`config.mk`:
```
export PLATFORM = sky130hd
export DESIGN_NAME = caliptra_apb_requester_flat
export DESIGN_NICKNAME = d
export VERILOG_FILES = /design/src/rtl/caliptra_apb_requester_if.sv /design/src/rtl/caliptra_apb_requester.sv /design/src/flat_wrapper.sv
export SDC_FILE = /design/constraint.sdc
export NUM_CORES = 1
export LEC_CHECK = 0
export ABC_CLOCK_PERIOD_IN_PS = 3000
export BUFFER_PORTS_ARGS = -buffer_cell sky130_fd_sc_hd__buf_2
export CAP_MARGIN = 5
export CORE_ASPECT_RATIO = 1.75
export CORE_MARGIN = 4
export CORE_UTILIZATION = 30
export CTS_BUF_LIST = sky130_fd_sc_hd__clkbuf_16
export DETAILED_ROUTE_END_ITERATION = 8
export PLACE_DENSITY = 0.66
export SETUP_SLACK_MARGIN = 0.5
export SLEW_MARGIN = 0
export SYNTH_ARGS = -nofsm -noshare
export SYNTH_HDL_FRONTEND = slang
export SYNTH_SLANG_ARGS = --single-unit
```
`constraint.sdc`:
```
create_clock -name core_clk -period 3 [get_ports core_clk]
set_input_delay 0.45 -clock core_clk [delete_from_list [all_inputs] [get_ports core_clk]]
set_output_delay 0.45 -clock core_clk [all_outputs]
set_load 0.01 [all_outputs]
```
`src/rtl/caliptra_apb_requester_if.sv`:
```
// Request/response channel plus APB4 bus seen by the requester.
// master = requester side, slave = client/completer side.
interface caliptra_apb_requester_if #(
  parameter int ADDR_WIDTH = 32,
  parameter int DATA_WIDTH = 32
);
  localparam int SW = DATA_WIDTH / 8;

  logic                  req_valid;
  logic                  req_ready;
  logic                  req_write;
  logic [ADDR_WIDTH-1:0] req_addr;
  logic [DATA_WIDTH-1:0] req_wdata;
  logic [SW-1:0]         req_strb;
  logic [2:0]            req_prot;
  logic                  rsp_valid;
  logic                  rsp_ready;
  logic [DATA_WIDTH-1:0] rsp_rdata;
  logic                  rsp_slverr;
  logic                  rsp_timeout;
  logic                  PSEL;
  logic                  PENABLE;
  logic                  PWRITE;
  logic [ADDR_WIDTH-1:0] PADDR;
  logic [2:0]            PPROT;
  logic [DATA_WIDTH-1:0] PWDATA;
  logic [SW-1:0]         PSTRB;
  logic [DATA_WIDTH-1:0] PRDATA;
  logic                  PREADY;
  logic                  PSLVERR;

  modport master (
    input  req_valid, req_write, req_addr, req_wdata,
    input  req_strb, req_prot, rsp_ready,
    input  PRDATA, PREADY, PSLVERR,
    output req_ready, rsp_valid, rsp_rdata,
    output rsp_slverr, rsp_timeout,
    output PSEL, PENABLE, PWRITE, PADDR,
    output PPROT, PWDATA, PSTRB
  );

  modport slave (
    output req_valid, req_write, req_addr, req_wdata,
    output req_strb, req_prot, rsp_ready,
    output PRDATA, PREADY, PSLVERR,
    input  req_ready, rsp_valid, rsp_rdata,
    input  rsp_slverr, rsp_timeout,
    input  PSEL, PENABLE, PWRITE, PADDR,
    input  PPROT, PWDATA, PSTRB
  );
endinterface

```
`src/rtl/caliptra_apb_requester.sv`:
```
// Single-outstanding APB4 requester with wait-state timeout.
// All outputs come straight from registers.
module caliptra_apb_requester #(
  parameter int ADDR_WIDTH     = 32,
  parameter int DATA_WIDTH     = 32,
  parameter int TIMEOUT_CYCLES = 256
) (
  input logic core_clk,
  input logic rst,
  caliptra_apb_requester_if.master bus
);
  localparam int SW = DATA_WIDTH / 8;
  localparam int CW =
    (TIMEOUT_CYCLES > 0) ? $clog2(TIMEOUT_CYCLES + 1) : 1;
  localparam logic [CW-1:0] LIMIT =
    CW'((TIMEOUT_CYCLES > 0) ? TIMEOUT_CYCLES - 1 : 0);

  localparam logic [1:0] IDLE   = 2'd0;
  localparam logic [1:0] SETUP  = 2'd1;
  localparam logic [1:0] ACCESS = 2'd2;
  localparam logic [1:0] RESP   = 2'd3;

  logic [1:0]            state_q, state_d;
  logic [CW-1:0]         cnt_q, cnt_d;
  logic                  req_ready_q, req_ready_d;
  logic                  rsp_valid_q, rsp_valid_d;
  logic [DATA_WIDTH-1:0] rsp_rdata_q, rsp_rdata_d;
  logic                  rsp_slverr_q, rsp_slverr_d;
  logic                  rsp_tmo_q, rsp_tmo_d;
  logic                  psel_q, psel_d;
  logic                  penable_q, penable_d;
  logic                  pwrite_q, pwrite_d;
  logic [ADDR_WIDTH-1:0] paddr_q, paddr_d;
  logic [2:0]            pprot_q, pprot_d;
  logic [DATA_WIDTH-1:0] pwdata_q, pwdata_d;
  logic [SW-1:0]         pstrb_q, pstrb_d;
  logic                  done;
  logic                  tmo_hit;

  assign done    = psel_q && penable_q && bus.PREADY;
  // The count-th stalled cycle is the last one; PREADY still wins on it.
  assign tmo_hit = (TIMEOUT_CYCLES > 0) && (cnt_q == LIMIT);

  always_comb begin
    state_d      = state_q;
    cnt_d        = cnt_q;
    rsp_valid_d  = rsp_valid_q;
    rsp_rdata_d  = rsp_rdata_q;
    rsp_slverr_d = rsp_slverr_q;
    rsp_tmo_d    = rsp_tmo_q;
    psel_d       = psel_q;
    penable_d    = penable_q;
    pwrite_d     = pwrite_q;
    paddr_d      = paddr_q;
    pprot_d      = pprot_q;
    pwdata_d     = pwdata_q;
    pstrb_d      = pstrb_q;
    unique case (state_q)
      IDLE: begin
        if (bus.req_valid && req_ready_q) begin
          state_d  = SETUP;
          cnt_d    = '0;
          psel_d   = 1'b1;
          pwrite_d = bus.req_write;
          paddr_d  = {bus.req_addr[ADDR_WIDTH-1:2], 2'b00};
          pprot_d  = bus.req_prot;
          pwdata_d = bus.req_wdata;
          pstrb_d  = bus.req_write ? bus.req_strb : '0;
        end
      end
      SETUP: begin
        state_d   = ACCESS;
        penable_d = 1'b1;
      end
      ACCESS: begin
        if (done) begin
          state_d      = RESP;
          psel_d       = 1'b0;
          penable_d    = 1'b0;
          rsp_valid_d  = 1'b1;
          rsp_rdata_d  = pwrite_q ? '0 : bus.PRDATA;
          rsp_slverr_d = bus.PSLVERR;
          rsp_tmo_d    = 1'b0;
        end else if (tmo_hit) begin
          state_d      = RESP;
          psel_d       = 1'b0;
          penable_d    = 1'b0;
          rsp_valid_d  = 1'b1;
          rsp_rdata_d  = '0;
          rsp_slverr_d = 1'b1;
          rsp_tmo_d    = 1'b1;
        end else if (cnt_q != {CW{1'b1}}) begin
          cnt_d = cnt_q + CW'(1);
        end
      end
      RESP: begin
        if (bus.rsp_ready) begin
          state_d     = IDLE;
          rsp_valid_d = 1'b0;
        end
      end
      default: state_d = IDLE;
    endcase
    req_ready_d = (state_d == IDLE);
  end

  always_ff @(posedge core_clk) begin
    if (rst) begin
      state_q      <= IDLE;
      cnt_q        <= '0;
      req_ready_q  <= 1'b0;
      rsp_valid_q  <= 1'b0;
      rsp_rdata_q  <= '0;
      rsp_slverr_q <= 1'b0;
      rsp_tmo_q    <= 1'b0;
      psel_q       <= 1'b0;
      penable_q    <= 1'b0;
      pwrite_q     <= 1'b0;
      paddr_q      <= '0;
      pprot_q      <= '0;
      pwdata_q     <= '0;
      pstrb_q      <= '0;
    end else begin
      state_q      <= state_d;
      cnt_q        <= cnt_d;
      req_ready_q  <= req_ready_d;
      rsp_valid_q  <= rsp_valid_d;
      rsp_rdata_q  <= rsp_rdata_d;
      rsp_slverr_q <= rsp_slverr_d;
      rsp_tmo_q    <= rsp_tmo_d;
      psel_q       <= psel_d;
      penable_q    <= penable_d;
      pwrite_q     <= pwrite_d;
      paddr_q      <= paddr_d;
      pprot_q      <= pprot_d;
      pwdata_q     <= pwdata_d;
      pstrb_q      <= pstrb_d;
    end
  end

  assign bus.req_ready   = req_ready_q;
  assign bus.rsp_valid   = rsp_valid_q;
  assign bus.rsp_rdata   = rsp_rdata_q;
  assign bus.rsp_slverr  = rsp_slverr_q;
  assign bus.rsp_timeout = rsp_tmo_q;
  assign bus.PSEL        = psel_q;
  assign bus.PENABLE     = penable_q;
  assign bus.PWRITE      = pwrite_q;
  assign bus.PADDR       = paddr_q;
  assign bus.PPROT       = pprot_q;
  assign bus.PWDATA      = pwdata_q;
  assign bus.PSTRB       = pstrb_q;
endmodule

```
`src/flat_wrapper.sv`:
```
// flat-port wrapper written by rule: the top's interface ports become plain ports
module caliptra_apb_requester_flat 
#(
  parameter int ADDR_WIDTH     = 32,
  parameter int DATA_WIDTH     = 32,
  parameter int TIMEOUT_CYCLES = 256
)
  (core_clk, rst, bus_req_valid, bus_req_write, bus_req_addr, bus_req_wdata, bus_req_strb, bus_req_prot, bus_rsp_ready, bus_PRDATA, bus_PREADY, bus_PSLVERR, bus_req_ready, bus_rsp_valid, bus_rsp_rdata, bus_rsp_slverr, bus_rsp_timeout, bus_PSEL, bus_PENABLE, bus_PWRITE, bus_PADDR, bus_PPROT, bus_PWDATA, bus_PSTRB);
  caliptra_apb_requester_if #(.ADDR_WIDTH(ADDR_WIDTH), .DATA_WIDTH(DATA_WIDTH)) bus_i ();
  input logic core_clk;
  input logic rst;
  input wire logic [$bits(bus_i.req_valid)-1:0] bus_req_valid;
  input wire logic [$bits(bus_i.req_write)-1:0] bus_req_write;
  input wire logic [$bits(bus_i.req_addr)-1:0] bus_req_addr;
  input wire logic [$bits(bus_i.req_wdata)-1:0] bus_req_wdata;
  input wire logic [$bits(bus_i.req_strb)-1:0] bus_req_strb;
  input wire logic [$bits(bus_i.req_prot)-1:0] bus_req_prot;
  input wire logic [$bits(bus_i.rsp_ready)-1:0] bus_rsp_ready;
  input wire logic [$bits(bus_i.PRDATA)-1:0] bus_PRDATA;
  input wire logic [$bits(bus_i.PREADY)-1:0] bus_PREADY;
  input wire logic [$bits(bus_i.PSLVERR)-1:0] bus_PSLVERR;
  output wire logic [$bits(bus_i.req_ready)-1:0] bus_req_ready;
  output wire logic [$bits(bus_i.rsp_valid)-1:0] bus_rsp_valid;
  output wire logic [$bits(bus_i.rsp_rdata)-1:0] bus_rsp_rdata;
  output wire logic [$bits(bus_i.rsp_slverr)-1:0] bus_rsp_slverr;
  output wire logic [$bits(bus_i.rsp_timeout)-1:0] bus_rsp_timeout;
  output wire logic [$bits(bus_i.PSEL)-1:0] bus_PSEL;
  output wire logic [$bits(bus_i.PENABLE)-1:0] bus_PENABLE;
  output wire logic [$bits(bus_i.PWRITE)-1:0] bus_PWRITE;
  output wire logic [$bits(bus_i.PADDR)-1:0] bus_PADDR;
  output wire logic [$bits(bus_i.PPROT)-1:0] bus_PPROT;
  output wire logic [$bits(bus_i.PWDATA)-1:0] bus_PWDATA;
  output wire logic [$bits(bus_i.PSTRB)-1:0] bus_PSTRB;
  assign bus_i.req_valid = bus_req_valid;
  assign bus_i.req_write = bus_req_write;
  assign bus_i.req_addr = bus_req_addr;
  assign bus_i.req_wdata = bus_req_wdata;
  assign bus_i.req_strb = bus_req_strb;
  assign bus_i.req_prot = bus_req_prot;
  assign bus_i.rsp_ready = bus_rsp_ready;
  assign bus_i.PRDATA = bus_PRDATA;
  assign bus_i.PREADY = bus_PREADY;
  assign bus_i.PSLVERR = bus_PSLVERR;
  assign bus_req_ready = bus_i.req_ready;
  assign bus_rsp_valid = bus_i.rsp_valid;
  assign bus_rsp_rdata = bus_i.rsp_rdata;
  assign bus_rsp_slverr = bus_i.rsp_slverr;
  assign bus_rsp_timeout = bus_i.rsp_timeout;
  assign bus_PSEL = bus_i.PSEL;
  assign bus_PENABLE = bus_i.PENABLE;
  assign bus_PWRITE = bus_i.PWRITE;
  assign bus_PADDR = bus_i.PADDR;
  assign bus_PPROT = bus_i.PPROT;
  assign bus_PWDATA = bus_i.PWDATA;
  assign bus_PSTRB = bus_i.PSTRB;
  caliptra_apb_requester #(.ADDR_WIDTH(ADDR_WIDTH), .DATA_WIDTH(DATA_WIDTH), .TIMEOUT_CYCLES(TIMEOUT_CYCLES)) u_core (.core_clk(core_clk), .rst(rst), .bus(bus_i));
endmodule
```
==> results of run 1 <==
==> worst min path at each step <==
stage | startpoint | endpoint | slack [ps] | cells after the start
floorplan | u_core.cnt_q[7]$_SDFFE_PP0P_ | u_core.cnt_q[7]$_SDFFE_PP0P_ | 450 | 1
global placement | u_core.bus.PSTRB[1]$_SDFFE_PP0P_ | u_core.bus.PSTRB[1]$_SDFFE_PP0P_ | 440 | 2
detailed placement | u_core.bus.PADDR[2]$_SDFFE_PP0P_ | u_core.bus.PADDR[2]$_SDFFE_PP0P_ | 440 | 2
CTS | bus_PRDATA[11] | u_core.bus.rsp_rdata[11]$_SDFFE_PP0P_ | 230 | 2
global route | bus_PRDATA[21] | u_core.bus.rsp_rdata[21]$_SDFFE_PP0P_ | 240 | 2
finish | bus_PRDATA[11] | u_core.bus.rsp_rdata[11]$_SDFFE_PP0P_ | 260 | 2
==> cell families after synthesis <==
logic type      Yosys count  share of synthesized area (%)
other cells               1                        0.08632
fa+ha+maj                 6                          1.728
buf+inv                  44                          4.349
flops                   119                          54.84
compound gates          133                          19.30
simple gates            200                          19.44
mux                       1                         0.2592
==> stage by stage <==
step	std cells	util, %	instance area (um^2)	hold slack (ps)	worst slack (ps)
final	902	44.32	6227	257.6	641.9
after global routing	902	44.32	6227	235.4	504.1
after CTS	900	44.05	6188	231.6	555.0
after global placement	866	39.47	5545	435.9	460.6
after detailed placement	866	39.47	5545	443.1	445.0
after floorplan	505	-	4348	450.4	760.5
==> sequential cells by signal (all words and copies together), names as in the netlist <==
| signal | flops |
|---|---|
| u_core.bus.PPROT | 3 |
| u_core.cnt_q | 9 |
| u_core.bus.PSEL | 1 |
| u_core.state_q | 2 |
| u_core.bus.rsp_rdata | 32 |
| u_core.bus.PWDATA | 32 |
| u_core.bus.PENABLE | 1 |
| u_core.bus.PSTRB | 4 |
| u_core.bus.req_ready | 1 |
| u_core.bus.PWRITE | 1 |
| u_core.bus.PADDR | 30 |
| u_core.bus.rsp_slverr | 1 |
| u_core.bus.rsp_valid | 1 |
| u_core.bus.rsp_timeout | 1 |
==> where the power goes <==
group	switching (mW)	total (mW)	internal, mW
combinational	0.576	0.949	0.373
clock	0.748	2.14	1.39
sequential	0.0822	1.81	1.73
total	1.41	4.90	3.50
==> layout make-up <==
cell class | count | share of cell area, %
sequential | 119 | 38.26
multi-input combinational | 342 | 28.95
timing repair buffer | 224 | 18.67
clock buffer | 17 | 6.831
tap | 177 | 3.556
clock inverter | 15 | 3.255
inverter | 8 | 0.4822
==> per-layer routing <==
layer,part of all wire [%],track usage [%],up-vias
met4,2.5,6.183,2
met2,51,25.29,159
li1,-,-,2117
met3,8.3,5.079,24
met1,38,16.24,1800
met5,0.11,0,-
==> cells in the final DEF, fill, tap and decap left out, types with 3 or more instances in the layout <==
cell type	n
a22oi_1	25
nand2_1	143
dfxtp_1	119
ha_1	6
nor3_1	3
nand3_1	6
o21ai_0	3
nand2b_1	4
clkinvlp_4	3
clkinv_4	4
a21oi_1	77
clkbuf_16	17
a22o_1	10
buf_4	8
inv_1	9
nor2_1	29
bufinv_16	4
buf_2	214
==> timing repair <==
item,4_1_cts,5_1_grt
setup buffers,2,2
endpoints found under the setup margin,30,42
pin swaps,1,1
resized for setup,1,6
==> metrics.txt, run 1 <==
outcome completed; predominant post-synthesis flop cell dfxtp_1; DRC 0; Final Hold Vio Count 0; critical path depth in cells 10; Clock Pin Slew Worst Setup and Hold Paths 60 ps; Storage cell area 2382 um^2; critical path's top delay family compound AO/OA/AOI/OAI gates; Setup CP Type reg -> reg; initial DRC count 127; Antenna diodes 0; post-route minimum period between 2000 and 2500 ps; final period utilization between 70% and 80%; die height 167.2 um; Buffers on Ports 215; detailed-route vias per instance 4.548; Yosys top cell area share 54.84%; slack of the worst reg-to-reg path 640 ps; row cnt 57; P_leak 2.827 nW; r2r startpoint u_core.cnt_q[0]$_SDFFE_PP0P_; RSZ-0062 raised after global routing false; Slew @ Worst Pin 820.1 ps; Die ar. 16550 um^2; root buffer selected by CTS clkbuf_16; clk_lat worst skew 400 ps; Syn Inst Count slightly above 500; detailed placement HPWL 8.698 mm; gr ovfl total 0; Worst Skew 8.179 ps; yosys warns 0; Global Route Usage Sum 14.69%; initial core utilization 30.92%; ANT nets after route 0; most frequent cells after synthesis nand2_1 (143), dfxtp_1 (119), a21oi_1 (78); crit-path max FO 9; asr flop ratio synth 0%; Crit path top cell by count ha_1; max incr delay on CP 330 ps; Setup TNS 0 ps; CTS Sinks roughly 120; Reg2Reg Depth 10; slew margin rel. 45.32%; DR pass1 iterations 4; die outline width 98.97 um; Placer Congestion 0.7497; ranking of synthesized cells by area dfxtp_1 (55%), nand2_1 (12%), a21oi_1 (9.0%); Fillers 1450; vias in the first global route 3992; number of endpoints failing setup at the final stage 0; share of cells above drive strength 1 36.69%; Power Dens Cells approximately 790 nW/um^2; Setup crit end u_core.cnt_q[5]$_SDFFE_PP0P_; area of the core 14050 um^2; Routed WL per cell 13.60 um; Min-Delay Path Class in -> reg; Worst Setup Start Kind register; boundary pin count 220; Synth cell types 41; maxcap violations 0; RR Endpoint u_core.cnt_q[5]$_SDFFE_PP0P_; P&R area growth vs syn 43.35%; first-pass GRT wire length 19.87 mm; crit path DAT 2650 ps; syn avg cell area 8.619 um^2; CTS Buffer Depth 2; cell area after synthesis 4344 um^2; cell taking the most area after synthesis dfxtp_1; Slowest cell on crit path dfxtp_1; most frequent cell after synthesis nand2_1; final total power 4.905 mW; Crit. Startpoint u_core.cnt_q[0]$_SDFFE_PP0P_; Seq cells post-synth 119; CP Capture Type register; Buf+Inv Stages, Crit Path 1; Vias about 4000; WL final 12.27 mm; VDD IR max 409.3 uV; nets 828; Seq/Total Area, Yosys 54.84%; Final Max Slew Viols 0; largest net degree at the start of global routing 74; CTS buffer count 17; Max Clk Rate 424.1 MHz; initial antenna violation count 1; H-tree levels 4; hold_buf cts 0; Critical Path RT approximately 3300 ps; crit-path cells ha_1 -> and3_1 -> nand3_1 -> nor2_2 -> ha_1 -> a31o_4 -> a221oi_4 -> buf_4 -> a21oi_1 -> a21o_1; CTS tree built; EDFF count, synth 0; Multi-input gate area 1803 um^2
Note: power is estimated with default switching activity, not from simulation.
==> inputs of run 2 (changes only) <==
--- a/config.mk
+++ b/config.mk
@@ -5,7 +5,7 @@
 export SDC_FILE = /design/constraint.sdc
 export NUM_CORES = 1
 export LEC_CHECK = 0
-export ABC_CLOCK_PERIOD_IN_PS = 3000
+export ABC_CLOCK_PERIOD_IN_PS = 2200
 export BUFFER_PORTS_ARGS = -buffer_cell sky130_fd_sc_hd__buf_2
 export CAP_MARGIN = 5
 export CORE_ASPECT_RATIO = 1.75
==> constraint.sdc (replaced) <==
create_clock -name core_clk -period 2.2 [get_ports core_clk]
set_input_delay 0.33 -clock core_clk [delete_from_list [all_inputs] [get_ports core_clk]]
set_output_delay 0.33 -clock core_clk [all_outputs]
set_load 0.01 [all_outputs]
==> run 2 against run 1 <==
Die area unchanged. Via count increased by 6.9%. Sequential power increased by 37%. Register-to-register slack got worse by 540 ps. Worst hold slack got worse by 130 ps. Non-clock buffer count increased by 26. Critical path depth decreased by 1. Global-route usage increased by 0.87 points. First-iteration DRC count decreased by 17%. Critical path type unchanged. Largest cell class unchanged. Largest power group unchanged.
==> metrics.txt, run 2 (synthesized netlist as in run 1, its figures left out) <==
Fillers 1371 (-5.4%); CTS Buffer Depth 2 (unchanged); area of the core 14050 um^2 (unchanged); Critical Path RT 2490 ps (-800 ps); WL final 13.63 mm (+11%); boundary pin count 220 (unchanged); Global Route Usage Sum 15.57% (+0.87 points); CTS Sinks 119 (unchanged); Die ar. 16550 um^2 (unchanged); die height 167.2 um (unchanged); nets 854 (+3.1%); RSZ-0062 raised after global routing true; post-route minimum period 2099 ps (-259.4 ps); Routed WL per cell 14.68 um (+8.0%); share of cells above drive strength 1 44.61% (+7.9 points); P_leak 3.014 nW (+6.6%); most frequent cells in the layout buf_2 (214), nand2_1 (142), dfxtp_1 (117); largest net degree at the start of global routing 72 (-2.7%); DRC 0 (unchanged); initial antenna violation count 1 (unchanged); most common cell after layout, fill and taps aside buf_2; dpl ws -35.59 ps (-480.6 ps); design area 6750 um^2 (+8.4%); final period utilization 95.40% (+17 points); vias in the first global route 4361 (+9.2%); DR pass1 iterations 4 (unchanged); maxcap violations 0 (unchanged); detailed placement HPWL 9.156 mm (+5.3%); crit-path max FO 6 (-3); ANT nets after route 0 (unchanged); slew margin rel. 62.87% (+18 points); Cell Area, Placed 5741 um^2 (+3.5%); Placer Congestion 0.7742 (+3.3%); P&R area growth vs syn 55.39%; clk_lat worst skew 410 ps (about the same); Slew @ Worst Pin 553.6 ps (-266.6 ps); initial core utilization 30.92% (unchanged); crit path DAT 2390 ps (-260 ps); Buffers on Ports 215 (unchanged); initial DRC count 105 (-17%); setup slack after layout 101.3 ps (-540.6 ps); number of endpoints failing setup at the final stage 0 (unchanged); Final Hold Vio Count 0 (unchanged); CTS buffer count 17 (unchanged); Worst Setup Start Kind register; root buffer selected by CTS clkbuf_16; Final Max Slew Viols 0 (unchanged); CP Capture Type register; Clock Pin Slew Worst Setup and Hold Paths 70 ps (about the same); detailed-route vias per instance 4.725 (+3.9%); Antenna diodes 0 (unchanged); CTS tree built; row cnt 57 (unchanged); H-tree levels 4 (unchanged); Setup CP Type reg -> reg; outcome completed; Worst Skew 10.74 ps (+2.557 ps); Min-Delay Path Class in -> reg; Max Clk Rate 476.5 MHz (+12%); die outline width 98.97 um (unchanged); first-pass GRT wire length 21.05 mm (+5.9%); VDD IR max 511.2 uV (+25%); Power Dens Cells 1011 nW/um^2 (+28%); Vias 4385 (+6.9%); gr ovfl total 0 (unchanged)
==> run 2: cell count changes in the layout (fill, tap and decap cells not counted), sizes merged <==
| cell | previous run | this run |
|---|---|---|
| clkinvlp | 3 | 2 |
| clkinv | 5 | 1 |
| clkbuf | 17 | 19 |
| bufinv | 4 | 2 |
| inv | 11 | 18 |
| buf | 224 | 248 |
==> run 2: metal layers <==
layer | track usage [%] | share of wire [%]
met3 | 5.246 | 6.9
met5 | 0 | 0.051
met1 | 16.37 | 38
met4 | 5.826 | 2.3
met2 | 28.19 | 53
==> run 2: worst max-delay path, stage by stage, from the launching register on <==
cell and delay, ps:
dfxtp_2 330, ha_4 160, and3_4 190, nand3_4 90, nor2_4 50, ha_4 160
a31o_4 240, a221oi_4 420, nor2_2 80, mux2_4 260
==> run 2: layout make-up <==
cell class | count | area (um^2) | area share (%)
inverters | 8 | 30.03 | 0.4449
multi-input cells | 342 | 2043 | 30.27
flip-flops and latches | 119 | 2385 | 35.33
repair buffers | 250 | 1464 | 21.69
clock inverters | 15 | 181.4 | 2.688
clock buffers | 17 | 425.4 | 6.302
well taps | 177 | 221.5 | 3.281
==> run 2: path summary, 6_finish.rpt <==
kind,cells past startpoint,slack [ps],end,from
worst min-delay path,2,130,u_core.bus.rsp_rdata[19]$_SDFFE_PP0P_,bus_PRDATA[19]
worst max register to register,9,100,u_core.cnt_q[0]$_SDFFE_PP0P_,u_core.cnt_q[1]$_SDFFE_PP0P_
worst min register to register,2,450,u_core.bus.PWDATA[3]$_SDFFE_PP0P_,u_core.bus.PWDATA[3]$_SDFFE_PP0P_
worst max-delay path,9,100,u_core.cnt_q[0]$_SDFFE_PP0P_,u_core.cnt_q[1]$_SDFFE_PP0P_
==> run 2: what timing repair did <==
item / in CTS / in global routing
cloned: 1 / 2
endpoints found under the setup margin: 48 / 119
gates resized for setup: 26 / 35
pin swaps: 10 / 8
hold buffers: 0 / 0
setup buffers: 7 / 3
==> run 2: through the flow <==
| step | utilization, % | hold WS (ps) | setup TNS (ps) | total power [mW] | instances |
|---|---|---|---|---|---|
| CTS | 46.37 | 105.6 | 0 | 6.862 | 923 |
| global route | 48.05 | 113.7 | 0 | 7.198 | 928 |
| finish | 48.05 | 128.1 | 0 | 6.826 | 928 |
| floorplan | - | 453.9 | 0 | 3.325 | 505 |
| global placement | 40.86 | 435.0 | 0 | 3.868 | 883 |
| detailed placement | 40.86 | 442.6 | -344.7 | 3.886 | 883 |
==> run 2: report_power, final <==
part           switching, mW  internal, mW  leakage [nW]
combinational          0.880         0.617          1.76
sequential             0.117          2.36         0.964
clock                   1.13          1.72         0.294
